`config.mk`:
```
export PLATFORM = sky130hd
export DESIGN_NAME = dram_arbiter
export DESIGN_NICKNAME = d
export VERILOG_FILES = /design/src/rtl/dram_arbiter.sv
export SDC_FILE = /design/constraint.sdc
export NUM_CORES = 1
export LEC_CHECK = 0
export ABC_AREA = 1
export CAP_MARGIN = 5
export CORE_MARGIN = 5
export CORE_UTILIZATION = 37
export CTS_CLUSTER_DIAMETER = 120
export DETAILED_ROUTE_END_ITERATION = 10
export HOLD_SLACK_MARGIN = 0.1
export PLACE_DENSITY = 0.77
export REMOVE_ABC_BUFFERS = 1
export SLEW_MARGIN = 25
export SYNTH_ARGS = -nofsm -noshare
export SYNTH_HDL_FRONTEND = slang
export SYNTH_SLANG_ARGS = --single-unit
```
`constraint.sdc`:
```
create_clock -name clk -period 1.8 [get_ports clk]
set_input_delay 0.27 -clock clk [delete_from_list [all_inputs] [get_ports clk]]
set_output_delay 0.27 -clock clk [all_outputs]
set_load 0.05 [all_outputs]
```
`src/rtl/dram_arbiter.sv`:
```
// dram_arbiter
//   Round-robin arbiter that serialises single load/store accesses from
//   NUM_CORES cores onto one single-port synchronous data RAM. Each access
//   walks IDLE -> ISSUE -> WAIT (MEM_LAT cycles) -> DONE. The DONE cycle
//   pulses the one-hot ack of the granted core.
// Ports
//   clk, rst_n            clock, asynchronous active-low reset
//   req/we                per-core request level and store flag
//   addr/wdata            per-core address/store data, core i at [i*W +: W]
//   ack                   one-cycle completion pulse, one-hot or zero
//   rdata                 load data broadcast to all cores, held until next load
//   mem_en/mem_we         memory strobe (one cycle per access) and write enable
//   mem_addr/mem_wdata    memory address / write data
//   mem_rdata             memory read data, valid MEM_LAT cycles after mem_en
module dram_arbiter #(
  parameter int NUM_CORES = 4,
  parameter int ADDR_W    = 16,
  parameter int DATA_W    = 16,
  parameter int MEM_LAT   = 1
) (
  input  logic                          clk,
  input  logic                          rst_n,
  input  logic [NUM_CORES-1:0]          req,
  input  logic [NUM_CORES-1:0]          we,
  input  logic [NUM_CORES*ADDR_W-1:0]   addr,
  input  logic [NUM_CORES*DATA_W-1:0]   wdata,
  output logic [NUM_CORES-1:0]          ack,
  output logic [DATA_W-1:0]             rdata,
  output logic                          mem_en,
  output logic                          mem_we,
  output logic [ADDR_W-1:0]             mem_addr,
  output logic [DATA_W-1:0]             mem_wdata,
  input  logic [DATA_W-1:0]             mem_rdata
);

  localparam int IDX_W = (NUM_CORES > 1) ? $clog2(NUM_CORES) : 1;
  // Counter runs MEM_LAT-1 down to 0 inside WAIT.
  localparam int CNT_W = (MEM_LAT > 1) ? $clog2(MEM_LAT) : 1;

  typedef enum logic [1:0] {IDLE, ISSUE, WAIT, DONE} state_t;

  // Access latched at grant time; cores may drop req afterwards.
  typedef struct packed {
    logic [IDX_W-1:0]  idx;
    logic              we;
    logic [ADDR_W-1:0] addr;
    logic [DATA_W-1:0] wdata;
  } acc_t;

  logic [NUM_CORES-1:0][ADDR_W-1:0] addr_v;
  logic [NUM_CORES-1:0][DATA_W-1:0] wdata_v;
  assign addr_v  = addr;
  assign wdata_v = wdata;

  state_t           state;
  acc_t             cur;
  logic [IDX_W-1:0] ptr;
  logic [CNT_W-1:0] cnt;

  // Round-robin pick: scan offsets from the top down so the smallest
  // offset from ptr that is requesting wins without needing a break.
  logic [IDX_W-1:0] pick, cand;
  logic             pick_vld;
  always_comb begin
    pick     = '0;
    cand     = '0;
    pick_vld = 1'b0;
    for (int i = NUM_CORES-1; i >= 0; i--) begin
      cand = IDX_W'((int'(ptr) + i) % NUM_CORES);
      if (req[cand]) begin
        pick     = cand;
        pick_vld = 1'b1;
      end
    end
  end

  logic [NUM_CORES-1:0] grant_oh;
  assign grant_oh = {{(NUM_CORES-1){1'b0}}, 1'b1} << cur.idx;

  // Address/data come straight from the latch; they only matter with mem_en.
  assign mem_addr  = cur.addr;
  assign mem_wdata = cur.wdata;

  always_ff @(posedge clk or negedge rst_n) begin
    if (!rst_n) begin
      state  <= IDLE;
      cur    <= '0;
      ptr    <= '0;
      cnt    <= '0;
      ack    <= '0;
      rdata  <= '0;
      mem_en <= 1'b0;
      mem_we <= 1'b0;
    end else begin
      case (state)
        IDLE: if (pick_vld) begin
          cur    <= '{idx: pick, we: we[pick], addr: addr_v[pick], wdata: wdata_v[pick]};
          mem_en <= 1'b1;
          mem_we <= we[pick];
          state  <= ISSUE;
        end
        ISSUE: begin
          mem_en <= 1'b0;
          mem_we <= 1'b0;
          cnt    <= CNT_W'(MEM_LAT-1);
          state  <= WAIT;
        end
        WAIT: begin
          if (cnt == '0) begin
            if (!cur.we) rdata <= mem_rdata;
            ack   <= grant_oh;
            state <= DONE;
          end else begin
            cnt <= cnt - 1'b1;
          end
        end
        DONE: begin
          ack   <= '0;
          ptr   <= (cur.idx == IDX_W'(NUM_CORES-1)) ? '0 : cur.idx + 1'b1;
          state <= IDLE;
        end
        default: state <= IDLE;
      endcase
    end
  end

endmodule

```
-- Yosys cells after proc, flatten, opt, wreduce, memory -nomap -nowiden
Index checks and enable logic that the tools add are counted.
- bitwise logic cells: 2
- reduce and logical (&&, ||, !) cells: 9
- equal/unequal tests: 6
- shifts and indexed selects: 1
- $lt $le $gt $ge: 5
- mux-type cells: 34
- add/sub/neg operators: 5
- operator list (kind ; number):
    $bmux W16 S2 ; 2
    $mux W16 ; 2
    $lt A2 B3 Y1 const B ; 5
    $mux W2 ; 7
    $mux W1 ; 12
    $bmux W1 S2 ; 5
    $pmux W2 S4 ; 1
    $pmux W4 S2 ; 1
    $reduce_and A2 Y1 ; 4
    $eq A2 B2 Y1 const B ; 3
    $pmux W1 S2 ; 3
    $reduce_bool A2 Y1 ; 3
    $add A2 B1 Y2 const B ; 2
    $add A2 B2 Y2 const B ; 2
    $mux W4 ; 1
    $ne A2 B2 Y1 const B ; 2
    $shl A1 B2 Y4 const A ; 1
    $reduce_and A3 Y1 ; 1
    $eq A2 B1 Y1 const B ; 1
    $logic_not A2 Y1 ; 1
    $not A1 Y1 ; 2
    $sub A1 B1 Y1 const B ; 1
- flip-flop bits (word level): 62
- bits of input ports: 154
- output and inout port bits: 54
- logic and storage cells: 73

-- Depth between registers and ports, before layout
Gate-level depths: netlist of the first run.
- depth after elaboration: 11
- gate-level depth with buffers: 16
- gate-level depth less buffers: 14

-- Worst setup path after synthesis of the first run
No wires, ideal clock.
- kind: reg2reg
- start point: register state[0]
- end point: register rdata[10]
- stages on the path, launching flop included: 6
- arrival time: 1.606 ns
- slack: 0.069 ns
- data required time: 1.675 ns
- library setup time: 0.125 ns
- clock period less this slack: 1.731 ns
- path buffers: 1
- cell sequence: dfrtp_1 > inv_1 > ha_1 > nand2_1 > clkbuf_1 > mux2_2
- word-level cells in the longest chain between the ends: 2
- RTL lines (what ; RTL line ; RTL):
    from (decl) ; 55 ; state_t state;
    from (signal assigned) ; 86 ; state <= IDLE;
    from (signal assigned) ; 100 ; state <= ISSUE;
    from (signal assigned) ; 106 ; state <= WAIT;
    $eq A2 B2 Y1 ; 95 ; case (state)
    $reduce_and A3 Y1 (no line) ; - ;
    to (signal assigned) ; 110 ; if (!cur.we) rdata <= mem_rdata;
    to (decl) ; 28 ; output logic [DATA_W-1:0] rdata,
Every way passes these cells.
A chain may end at the register's enable or synchronous reset.

-- Worst setup path in the final report of the first run
- start point: register ptr[0]
- end point: register cur, in the netlist mem_wdata[4]
- word-level cells in the longest chain between the ends: 9
- elaborated cells between the ends (all ways): 22
- those cells by class: 3 x add/sub; 18 x mux; 1 x reduce/logical
- RTL lines (what ; RTL line ; RTL):
    from (decl) ; 57 ; logic [IDX_W-1:0] ptr;
    from (signal assigned) ; 119 ; ptr <= (cur.idx == IDX_W'(NUM_CORES-1)) ? '0 : cur.idx + 1'b1;
    $add A2 B2 Y2 ; 69 ; cand = IDX_W'((int'(ptr) + i) % NUM_CORES);
    $bmux W1 S2 ; 70 ; if (req[cand]) begin
    $mux W1 (not written as such) ; 70 ;
    $mux W2 (4 in series) ; 70 ;
    $bmux W16 S2 ; 97 ; cur <= '{idx: pick, we: we[pick], addr: addr_v[pick], wdata: wdata_v[pick]};
    $mux W16 (not written as such) ; 97 ;
    to (signal assigned) ; 97 ;
    to (decl) ; 56 ; acc_t cur;
Several ways; a longest one is shown, not always the timed one. The select of a mux whose other input is x is not followed.

==> results of run 1 <==
## through the flow
step / setup WS [ns] / TNS (ns) / hold WS [ns]
after floorplan: -0.9393 / -29.55 / -0.02559
after global placement: -0.3025 / -10.15 / 0.2250
final: -0.1516 / -4.001 / 0.4196
after CTS: -0.1273 / -3.009 / 0.4264
after global routing: -0.2678 / -8.294 / 0.4672
after detailed placement: -0.3544 / -11.71 / 0.2227
## layout by cell type, fill, tap and decap left out, drive strengths merged
master,n
clkdlybuf4s50,166
nand2,166
inv,112
nand3,97
buf,72
dfrtp,61
o211ai,25
or2,24
mux2,16
clkbuf,13
dlymetal6s2s,12
ha,9
o21ai,9
clkinvlp,5
nor2,4
clkinv,3
a21oi,2
o22ai,2
bufinv,1
dlygate4sd3,1
## sequential cells by signal, summed over array words and instances (netlist names)
signal and cells:
mem_addr 16, mem_wdata 16, rdata 16, ack 4, cur 3, ptr 2, state 2, mem_en 1
mem_we 1
## power groups by stage
stage	Sequential [mW]	Combinational [mW]	Clock [mW]
after floorplan	4.57	3.62	0
after global placement	2.51	8.80	0
after detailed placement	2.54	9.04	0
after CTS	2.53	10.4	1.76
after global routing	2.62	12.3	1.85
final	2.54	11.5	1.74
## per-layer routing
| layer | up-vias | GRT usage [%] |
|---|---|---|
| li1 | 2209 | - |
| met1 | 2121 | 22.05 |
| met2 | 185 | 34.24 |
| met3 | 36 | 4.370 |
| met4 | 0 | 8.104 |
| met5 | - | 0 |
## synth_stat cells, drive strengths merged
cell type	count
or2	24
buf	54
o211ai	25
nor2	4
dfrtp	61
nand3	97
inv	113
o21ai	9
nand2	166
a21oi	2
mux2	16
clkbuf	5
o22ai	2
ha	9
## what timing repair did
| item | CTS | global route |
|---|---|---|
| endpoints found under the hold margin | 15 | 0 |
| hold buffers | 1 | 0 |
| buffers inserted | 7 | 4 |
| pin swaps | 10 | 40 |
| resized for setup | 29 | 71 |
| setup endpoints to repair | 38 | 50 |
| cloned | 5 | 5 |
## area by class of cell
type                    instances  area, µm²  share of cell area, %
inverters                     113      437.9                  6.040
multi-input cells             354       2130                  29.37
flip-flops and latches         61       1529                  21.09
clock inverters                 7      75.07                  1.035
clock buffers                   9      225.2                  3.106
well taps                     143      178.9                  2.468
repair inverters                1      7.507                 0.1035
repair buffers                255       2668                  36.79
## worst max path at each step
stage               cells past startpoint  slack, ns                from                        to
finish                                 12      -0.15  ptr[0]$_DFFE_PN0P_  mem_wdata[4]$_DFFE_PN0P_
global route                           12      -0.27  ptr[0]$_DFFE_PN0P_  mem_wdata[4]$_DFFE_PN0P_
CTS                                    13      -0.13  ptr[0]$_DFFE_PN0P_  mem_wdata[9]$_DFFE_PN0P_
detailed placement                     13      -0.35              req[3]  mem_addr[15]$_DFFE_PN0P_
global placement                       12      -0.30              req[1]   mem_addr[2]$_DFFE_PN0P_
floorplan                              10      -0.94  ptr[0]$_DFFE_PN0P_  mem_addr[14]$_DFFE_PN0P_
## kinds of logic after synthesis
kind of cell,after synthesis
AOI/OAI and AO/OA,38
and+or+nand+nor,291
muxes,16
buffers and inverters,172
DFF,61
adders and majority gates,9
## worst max-delay path, cell delays in order (launching register included)
cell and delay (ns):
dfrtp_2 0.47, clkinv_4 0.13, nand2_4 0.07, nand3_1 0.11
nand2_1 0.09, inv_2 0.11, nand2_4 0.06, nand2_4 0.09
nand2_8 0.11, buf_12 0.15, buf_16 0.14, o211ai_1 0.20
nand3_1 0.09
==> flow_metrics.env, run 1 <==
export IMPL_power_switching_mw=7.778
export IMPL_ir_drop_v=0.001160
export IMPL_die_x_um=116.8
export IMPL_synth_area_leaders="dfrtp_1, nand2_1, nand3_1"
export IMPL_setup_violations=38
export IMPL_synth_xor_area_share_pct=0
export IMPL_post_synth_cell_area_avg_um2=7.190
export IMPL_maxSlewHeadroom_pct=63.46
export IMPL_max_cap_viol_count=0
export IMPL_drc=0
export IMPL_p_per_area_nw_per_um2=2171
export IMPL_violations="negative setup slack"
export IMPL_wl_mm=14.38
export IMPL_p_sw_share_pct=49.40
export IMPL_rrSetupSlack_ns=-0.15
export IMPL_synth_compound_area_share_pct=6.315
export IMPL_fmax_ghz=0.5124
export IMPL_worstMarginPinSlew_ns=0.5473
export IMPL_vias_per_cell=4.826
export IMPL_grt_overflow_total=0
export IMPL_routedWlPerCell_um=15.25
export IMPL_clock_sinks=61
export IMPL_synth_area_um2=4220
export IMPL_synth_seq_cells=61
export IMPL_nFillCells=946
export IMPL_totalPowerFinal_mw=15.74
export IMPL_drive_gt1_share_pct=22.50
export IMPL_hold_viol=0
export IMPL_final_util_pct=64.05
export IMPL_design_die_area_um2=13640
export IMPL_yosysWarningCount=0
export IMPL_dp_hpwl_mm=9.986
export IMPL_p_leak_nw=3.684
export IMPL_placed_cell_area_um2=6270
export IMPL_finalCritPeriodShare_pct=108.4
export IMPL_yosys_area_share_simple_pct=31.19
export IMPL_cts_tree="yes"
export IMPL_postSynthCellCount=587
export IMPL_worstReg2RegEnd="mem_wdata[4]$_DFFE_PN0P_"
export IMPL_dieHeight_um=116.8
export IMPL_dr_pass1_iters=4
export IMPL_cts_buffers=9
export IMPL_drt_met1_wl_mm=5.377
export IMPL_clk_latency_ns=0.33
export IMPL_htree_levels=3
export IMPL_grt_usage_pct=19.20
export IMPL_pwr_share_clk_pct=11.1
export IMPL_syn_to_final_growth_pct=71.81
export IMPL_synth_top_family_by_area="simple AND/OR/NAND/NOR gates"
export IMPL_p_comb_share_pct=72.8
export IMPL_nets=958
export IMPL_synth_mux_area_share_pct=4.269
export IMPL_synthDistinctLibCells=26
export IMPL_yosys_area_top_type="dfrtp_1"
export IMPL_portBuffers=207
export IMPL_setup_slack_ns=-0.1516
export IMPL_path_class="flop to flop"
export IMPL_floorplan_rows=39
export IMPL_top_layer="met4"
export IMPL_clockBufferDepth=2
export IMPL_antenna_left=0
export IMPL_grt_pass1_vias=4567
export IMPL_status="complete, but fails checks"
export IMPL_ys_seq_area_share_pct=36.17
export IMPL_r2r_start="ptr[0]$_DFFE_PN0P_"
export IMPL_rsz0062_at_grt="yes"
export IMPL_initial_core_util_pct=37.28
export IMPL_dr_wl_met2_mm=7.657
export IMPL_skew_ns=0.004515
export IMPL_antenna_found_initial=0
export IMPL_slew_violations=0
export IMPL_root_buffer="clkbuf_16"
export IMPL_crit_path_start_kind="flop"
export IMPL_stdcell_count=943
export IMPL_dp_cells=906
export IMPL_period_minus_slack_ns=1.952
export IMPL_p_int_mw=7.966
export IMPL_fin_area_um2=7251
export IMPL_cp_arrival_ns=2.16
export IMPL_power_frac_seq_pct=16.1
export IMPL_io_pins=208
export IMPL_path_max_fanout=15
export IMPL_gp_congestion=0.8562
export IMPL_diodes=0
export IMPL_cp_required_ns=2.01
export IMPL_grt_pass1_wl_mm=20.80
export IMPL_cp_end_kind="flop"
export IMPL_path_clk_slew_ns=0.06
export IMPL_synth_fa_ha_area_share_pct=2.668
export IMPL_wl_met3_um=929
export IMPL_core_area_um2=11320
export IMPL_synth_top_cell_area_share_pct=36.17
export IMPL_r2r_worst_path_cells=12
export IMPL_grt_start_max_net_pins=39
export IMPL_num_vias=4551
export IMPL_drt_iter0_drc=255
export IMPL_min_path_type="input port to async pin"
Note: power is estimated with default switching activity, not from simulation.
==> run 2: changes to the inputs <==
Settings changed: ABC_CLOCK_PERIOD_IN_PS set to 1800, SKIP_CTS_REPAIR_TIMING set to 1.
==> run 2 against run 1 <==
Against the previous run:
- the run still ends with negative setup slack left
- non-clock buffer count increased by 1
- fmax decreased by 0.85%
- setup slack got worse by 0.017 ns
- register-to-register slack got worse by 0.02 ns
- critical path type unchanged
- largest power group unchanged
==> flow_metrics.env, run 2 (synthesized netlist as in run 1, its figures left out) <==
export IMPL_status="complete, but fails checks"
export IMPL_violations="negative setup slack"
export IMPL_min_path_type="input port to async pin"
export IMPL_nets=960
export IMPL_portBuffers=207
export IMPL_grt_pass1_vias=4335
export IMPL_clockBufferDepth=2
export IMPL_antenna_left=0
export IMPL_skew_ns=0.005604
export IMPL_path_clk_slew_ns=0.06
export IMPL_design_die_area_um2=13640
export IMPL_slew_violations=0
export IMPL_grt_usage_pct=17.91
export IMPL_cts_buffers=9
export IMPL_root_buffer="clkbuf_16"
export IMPL_stdcell_count=945
export IMPL_worstMarginPinSlew_ns=0.5473
export IMPL_setup_slack_ns=-0.1684
export IMPL_syn_to_final_growth_pct=69.82
export IMPL_path_max_fanout=7
export IMPL_num_vias=4570
export IMPL_fin_area_um2=7167
export IMPL_cp_end_kind="flop"
export IMPL_placed_cell_area_um2=6270
export IMPL_final_util_pct=63.31
export IMPL_clk_latency_ns=0.33
export IMPL_cp_arrival_ns=2.17
export IMPL_p_sw_share_pct=50.16
export IMPL_ir_drop_v=0.001153
export IMPL_p_int_mw=7.661
export IMPL_routedWlPerCell_um=15.28
export IMPL_r2r_worst_path_cells=13
export IMPL_setup_violations=36
export IMPL_maxSlewHeadroom_pct=63.46
export IMPL_drt_iter0_drc=263
export IMPL_die_x_um=116.8
export IMPL_nFillCells=958
export IMPL_fmax_ghz=0.5080
export IMPL_power_switching_mw=7.709
export IMPL_p_leak_nw=3.652
export IMPL_htree_levels=3
export IMPL_antenna_found_initial=0
export IMPL_finalCritPeriodShare_pct=109.4
export IMPL_p_per_area_nw_per_um2=2145
export IMPL_drc=0
export IMPL_initial_core_util_pct=37.28
export IMPL_hold_viol=0
export IMPL_pwr_share_clk_pct=11.3
export IMPL_grt_pass1_wl_mm=19.60
export IMPL_drive_gt1_share_pct=21.20
export IMPL_grt_start_max_net_pins=60
export IMPL_dieHeight_um=116.8
export IMPL_totalPowerFinal_mw=15.37
export IMPL_period_minus_slack_ns=1.968
export IMPL_final_cell_mix="clkdlybuf4s50_1, nand2_1, inv_1"
export IMPL_p_comb_share_pct=72.4
export IMPL_dp_hpwl_mm=9.986
export IMPL_dr_pass1_iters=5
export IMPL_vias_per_cell=4.836
export IMPL_floorplan_rows=39
export IMPL_gp_congestion=0.8562
export IMPL_cp_required_ns=2.00
export IMPL_power_frac_seq_pct=16.4
export IMPL_clock_sinks=61
export IMPL_max_cap_viol_count=0
export IMPL_grt_overflow_total=0
export IMPL_core_area_um2=11320
export IMPL_path_class="flop to flop"
export IMPL_io_pins=208
export IMPL_rsz0062_at_grt="yes"
export IMPL_cts_tree="yes"
export IMPL_dp_cells=906
export IMPL_crit_path_start_kind="flop"
export IMPL_diodes=0
export IMPL_layout_commonest_cell="clkdlybuf4s50_1"
export IMPL_wl_mm=14.44
[run 2: cell count changes in the layout (fill, tap and decap cells not counted), moves of 2 or more]
| cell | delta |
|---|---|
| nand2_1 | +3 |
| nand2_8 | +2 |
| buf_16 | -2 |
| nand3_2 | -7 |
| buf_2 | +2 |
| nand2_2 | -3 |
| nand3_1 | +8 |
| buf_4 | +2 |
[run 2: power groups by stage]
stage	registers, mW	logic, mW	clock network, mW
2_1_floorplan	4.57	3.62	0
3_3_place_gp	2.51	8.80	0
3_5_place_dp	2.54	9.04	0
4_1_cts	2.53	9.06	1.76
5_1_grt	2.60	12.0	1.84
6_report	2.51	11.1	1.74
[run 2: final cells by class]
type | count | area, µm² | area share (%)
multi-input combinational | 355 | 2105 | 29.36
clock buffer | 9 | 225.2 | 3.142
tap | 143 | 178.9 | 2.497
timing repair buffer | 256 | 2611 | 36.44
sequential | 61 | 1529 | 21.33
clock inverter | 7 | 75.07 | 1.047
timing repair inverter | 1 | 7.507 | 0.1047
inverter | 113 | 435.4 | 6.075
[run 2: final timing paths]
check                           slack (ns)                        to                startpoint
max in group asynchronous             0.83        ptr[1]$_DFFE_PN0P_                     rst_n
worst min register to register        0.48  mem_wdata[2]$_DFFE_PN0P_  mem_wdata[2]$_DFFE_PN0P_
worst max register to register       -0.17  mem_wdata[3]$_DFFE_PN0P_        ptr[0]$_DFFE_PN0P_
worst max-delay path                 -0.17  mem_wdata[3]$_DFFE_PN0P_        ptr[0]$_DFFE_PN0P_
worst min-delay path                  0.41  mem_addr[10]$_DFFE_PN0P_                     rst_n
min in group clk                      0.48  mem_wdata[2]$_DFFE_PN0P_  mem_wdata[2]$_DFFE_PN0P_
[run 2: worst max-delay path, stage by stage, from the launching register on]
cell,delay (ns)
dfrtp_2,0.43
clkinv_4,0.14
nand2_1,0.09
nand2_1,0.07
nand2_2,0.10
nand2_1,0.11
nor2_2,0.15
nand2_2,0.09
nand2_4,0.12
a21oi_4,0.06
buf_12,0.13
buf_8,0.13
o211ai_1,0.11
nand3_1,0.11
[run 2: routing by layer]
metal | GRT usage, % | routed length (µm) | up-vias
met5 | 0 | 0 | -
met2 | 31.21 | 7733 | 197
met1 | 21.10 | 5307 | 2130
li1 | - | - | 2209
met4 | 7.492 | 388 | 0
met3 | 4.267 | 1013 | 34
[run 2: metrics by stage]
step	setup TNS (ns)	hold WS, ns	setup WS [ns]
after floorplan	-29.55	-0.02559	-0.9393
after global routing	-8.850	0.4674	-0.2775
after detailed placement	-11.71	0.2227	-0.3544
final	-4.178	0.4074	-0.1684
after CTS	-5.295	-0.1252	-0.2123
after global placement	-10.15	0.2250	-0.3025
==> run 3: changes to the inputs <==
Settings changed: TNS_END_PERCENT set to 5.
==> run 3 against run 2 <==
Against the previous run:
- the run still ends with negative setup slack left
- flip-flop and latch count stayed put
- sequential power is essentially flat
- clock-buffer cell count is the same
- final cell count unchanged
- worst hold slack got worse by 0.0014 ns
- power about the same
- fmax fell by 3.3%
- clock power is essentially flat
- design area did not move
- largest power group unchanged
==> flow_metrics.env, run 3 (synthesized netlist as in run 1, its figures left out) <==
export IMPL_status="complete, but fails checks"
export IMPL_violations="negative setup slack"
export IMPL_grt_overflow_total=0
export IMPL_dieHeight_um=116.8
export IMPL_totalNegativeSetupSlack_ns=-6.413
export IMPL_post_place_ws_ns=-0.3544
export IMPL_skew_ns=0.004970
export IMPL_cts_tree="yes"
export IMPL_p_per_area_nw_per_um2=2145
export IMPL_cp_arrival_ns=2.24
export IMPL_finalCritPeriodShare_pct=113.1
export IMPL_final_util_pct=63.31
export IMPL_drt_iter0_drc=265
export IMPL_grt_pass1_wl_mm=19.60
export IMPL_period_minus_slack_ns=2.036
export IMPL_path_max_fanout=7
export IMPL_cts_buffers=9
export IMPL_core_area_um2=11320
export IMPL_nets=960
export IMPL_path_class="flop to flop"
export IMPL_clk_latency_ns=0.33
export IMPL_crit_path_start_kind="flop"
export IMPL_rsz0062_at_grt="yes"
export IMPL_dp_hpwl_mm=9.986
export IMPL_cp_end_kind="flop"
export IMPL_num_vias=4573
export IMPL_worstMarginPinSlew_ns=0.5474
export IMPL_fmax_ghz=0.4911
export IMPL_p_leak_nw=3.651
export IMPL_placed_cell_area_um2=6270
export IMPL_fin_area_um2=7167
export IMPL_max_cap_viol_count=0
export IMPL_totalPowerFinal_mw=15.38
export IMPL_maxSlewHeadroom_pct=63.45
export IMPL_routedWlPerCell_um=15.39
export IMPL_hold_viol=0
export IMPL_die_x_um=116.8
export IMPL_final_cell_mix="clkdlybuf4s50_1, nand2_1, inv_1"
export IMPL_clockBufferDepth=2
export IMPL_drive_gt1_share_pct=21.07
export IMPL_grt_start_max_net_pins=60
export IMPL_floorplan_rows=39
export IMPL_whs_ns=0.4061
export IMPL_io_pins=208
export IMPL_ir_drop_v=0.001113
export IMPL_grt_pass1_vias=4335
export IMPL_initial_core_util_pct=37.28
export IMPL_slew_violations=0
export IMPL_stdcell_count=945
export IMPL_dr_pass1_iters=5
export IMPL_min_path_type="input port to async pin"
export IMPL_diodes=0
export IMPL_clock_sinks=61
export IMPL_htree_levels=3
export IMPL_gp_congestion=0.8562
export IMPL_antenna_found_initial=0
export IMPL_design_die_area_um2=13640
export IMPL_nFillCells=958
export IMPL_layout_commonest_cell="clkdlybuf4s50_1"
export IMPL_setup_violations=38
export IMPL_setup_slack_ns=-0.2364
export IMPL_portBuffers=207
export IMPL_root_buffer="clkbuf_16"
export IMPL_dp_cells=906
export IMPL_wl_mm=14.55
export IMPL_antenna_left=0
export IMPL_grt_usage_pct=17.91
export IMPL_vias_per_cell=4.839
export IMPL_cp_required_ns=2.00
export IMPL_syn_to_final_growth_pct=69.82
export IMPL_drc=0
export IMPL_path_clk_slew_ns=0.06
run 3: cell counts in the layout (fill, tap and decap cells not counted):
No cell type changed its count.
run 3: metal layers:
metal | vias up | part of all wire [%] | global-route usage (%)
li1 | 2213 | - | -
met1 | 2139 | 37 | 21.10
met2 | 190 | 54 | 31.21
met3 | 31 | 6.6 | 4.267
met4 | 0 | 2.8 | 7.492
met5 | - | 0 | 0
run 3: layout make-up:
cell class	count	area, µm²	area share [%]
Clock buffer	9	225.2	3.142
Clock inverter	7	75.07	1.047
Inverter	113	435.4	6.075
Multi-Input combinational cell	355	2105	29.36
Sequential cell	61	1529	21.33
Tap cell	143	178.9	2.497
Timing Repair Buffer	256	2611	36.44
Timing Repair inverter	1	7.507	0.1047
run 3: power by group:
group | internal [mW] | switching (mW) | total (mW)
registers | 2.11 | 0.407 | 2.51
logic | 4.48 | 6.65 | 11.1
clock network | 1.07 | 0.662 | 1.74
run 3: worst paths after layout:
kind / startpoint / endpoint / slack, ns / cells past startpoint
setup / recovery: ptr[0]$_DFFE_PN0P_ / mem_wdata[3]$_DFFE_PN0P_ / -0.24 / 13
hold / removal: rst_n / mem_addr[10]$_DFFE_PN0P_ / 0.41 / 2
setup reg to reg: ptr[0]$_DFFE_PN0P_ / mem_wdata[3]$_DFFE_PN0P_ / -0.24 / 13
hold reg to reg: mem_wdata[2]$_DFFE_PN0P_ / mem_wdata[2]$_DFFE_PN0P_ / 0.48 / 2
max in group asynchronous: rst_n / ptr[1]$_DFFE_PN0P_ / 0.84 / 3
min in group clk: mem_wdata[2]$_DFFE_PN0P_ / mem_wdata[2]$_DFFE_PN0P_ / 0.48 / 2
run 3: worst max-delay path: stages, from the launching register on:
cell and delay (ns):
dfrtp_2 0.43, clkinv_4 0.14, nand2_1 0.10, nand2_1 0.10, nand2_2 0.11, nand2_1 0.11
nor2_2 0.15, nand2_2 0.10, nand2_4 0.13, a21oi_4 0.06, buf_12 0.13, buf_8 0.13
o211ai_1 0.11, nand3_1 0.11
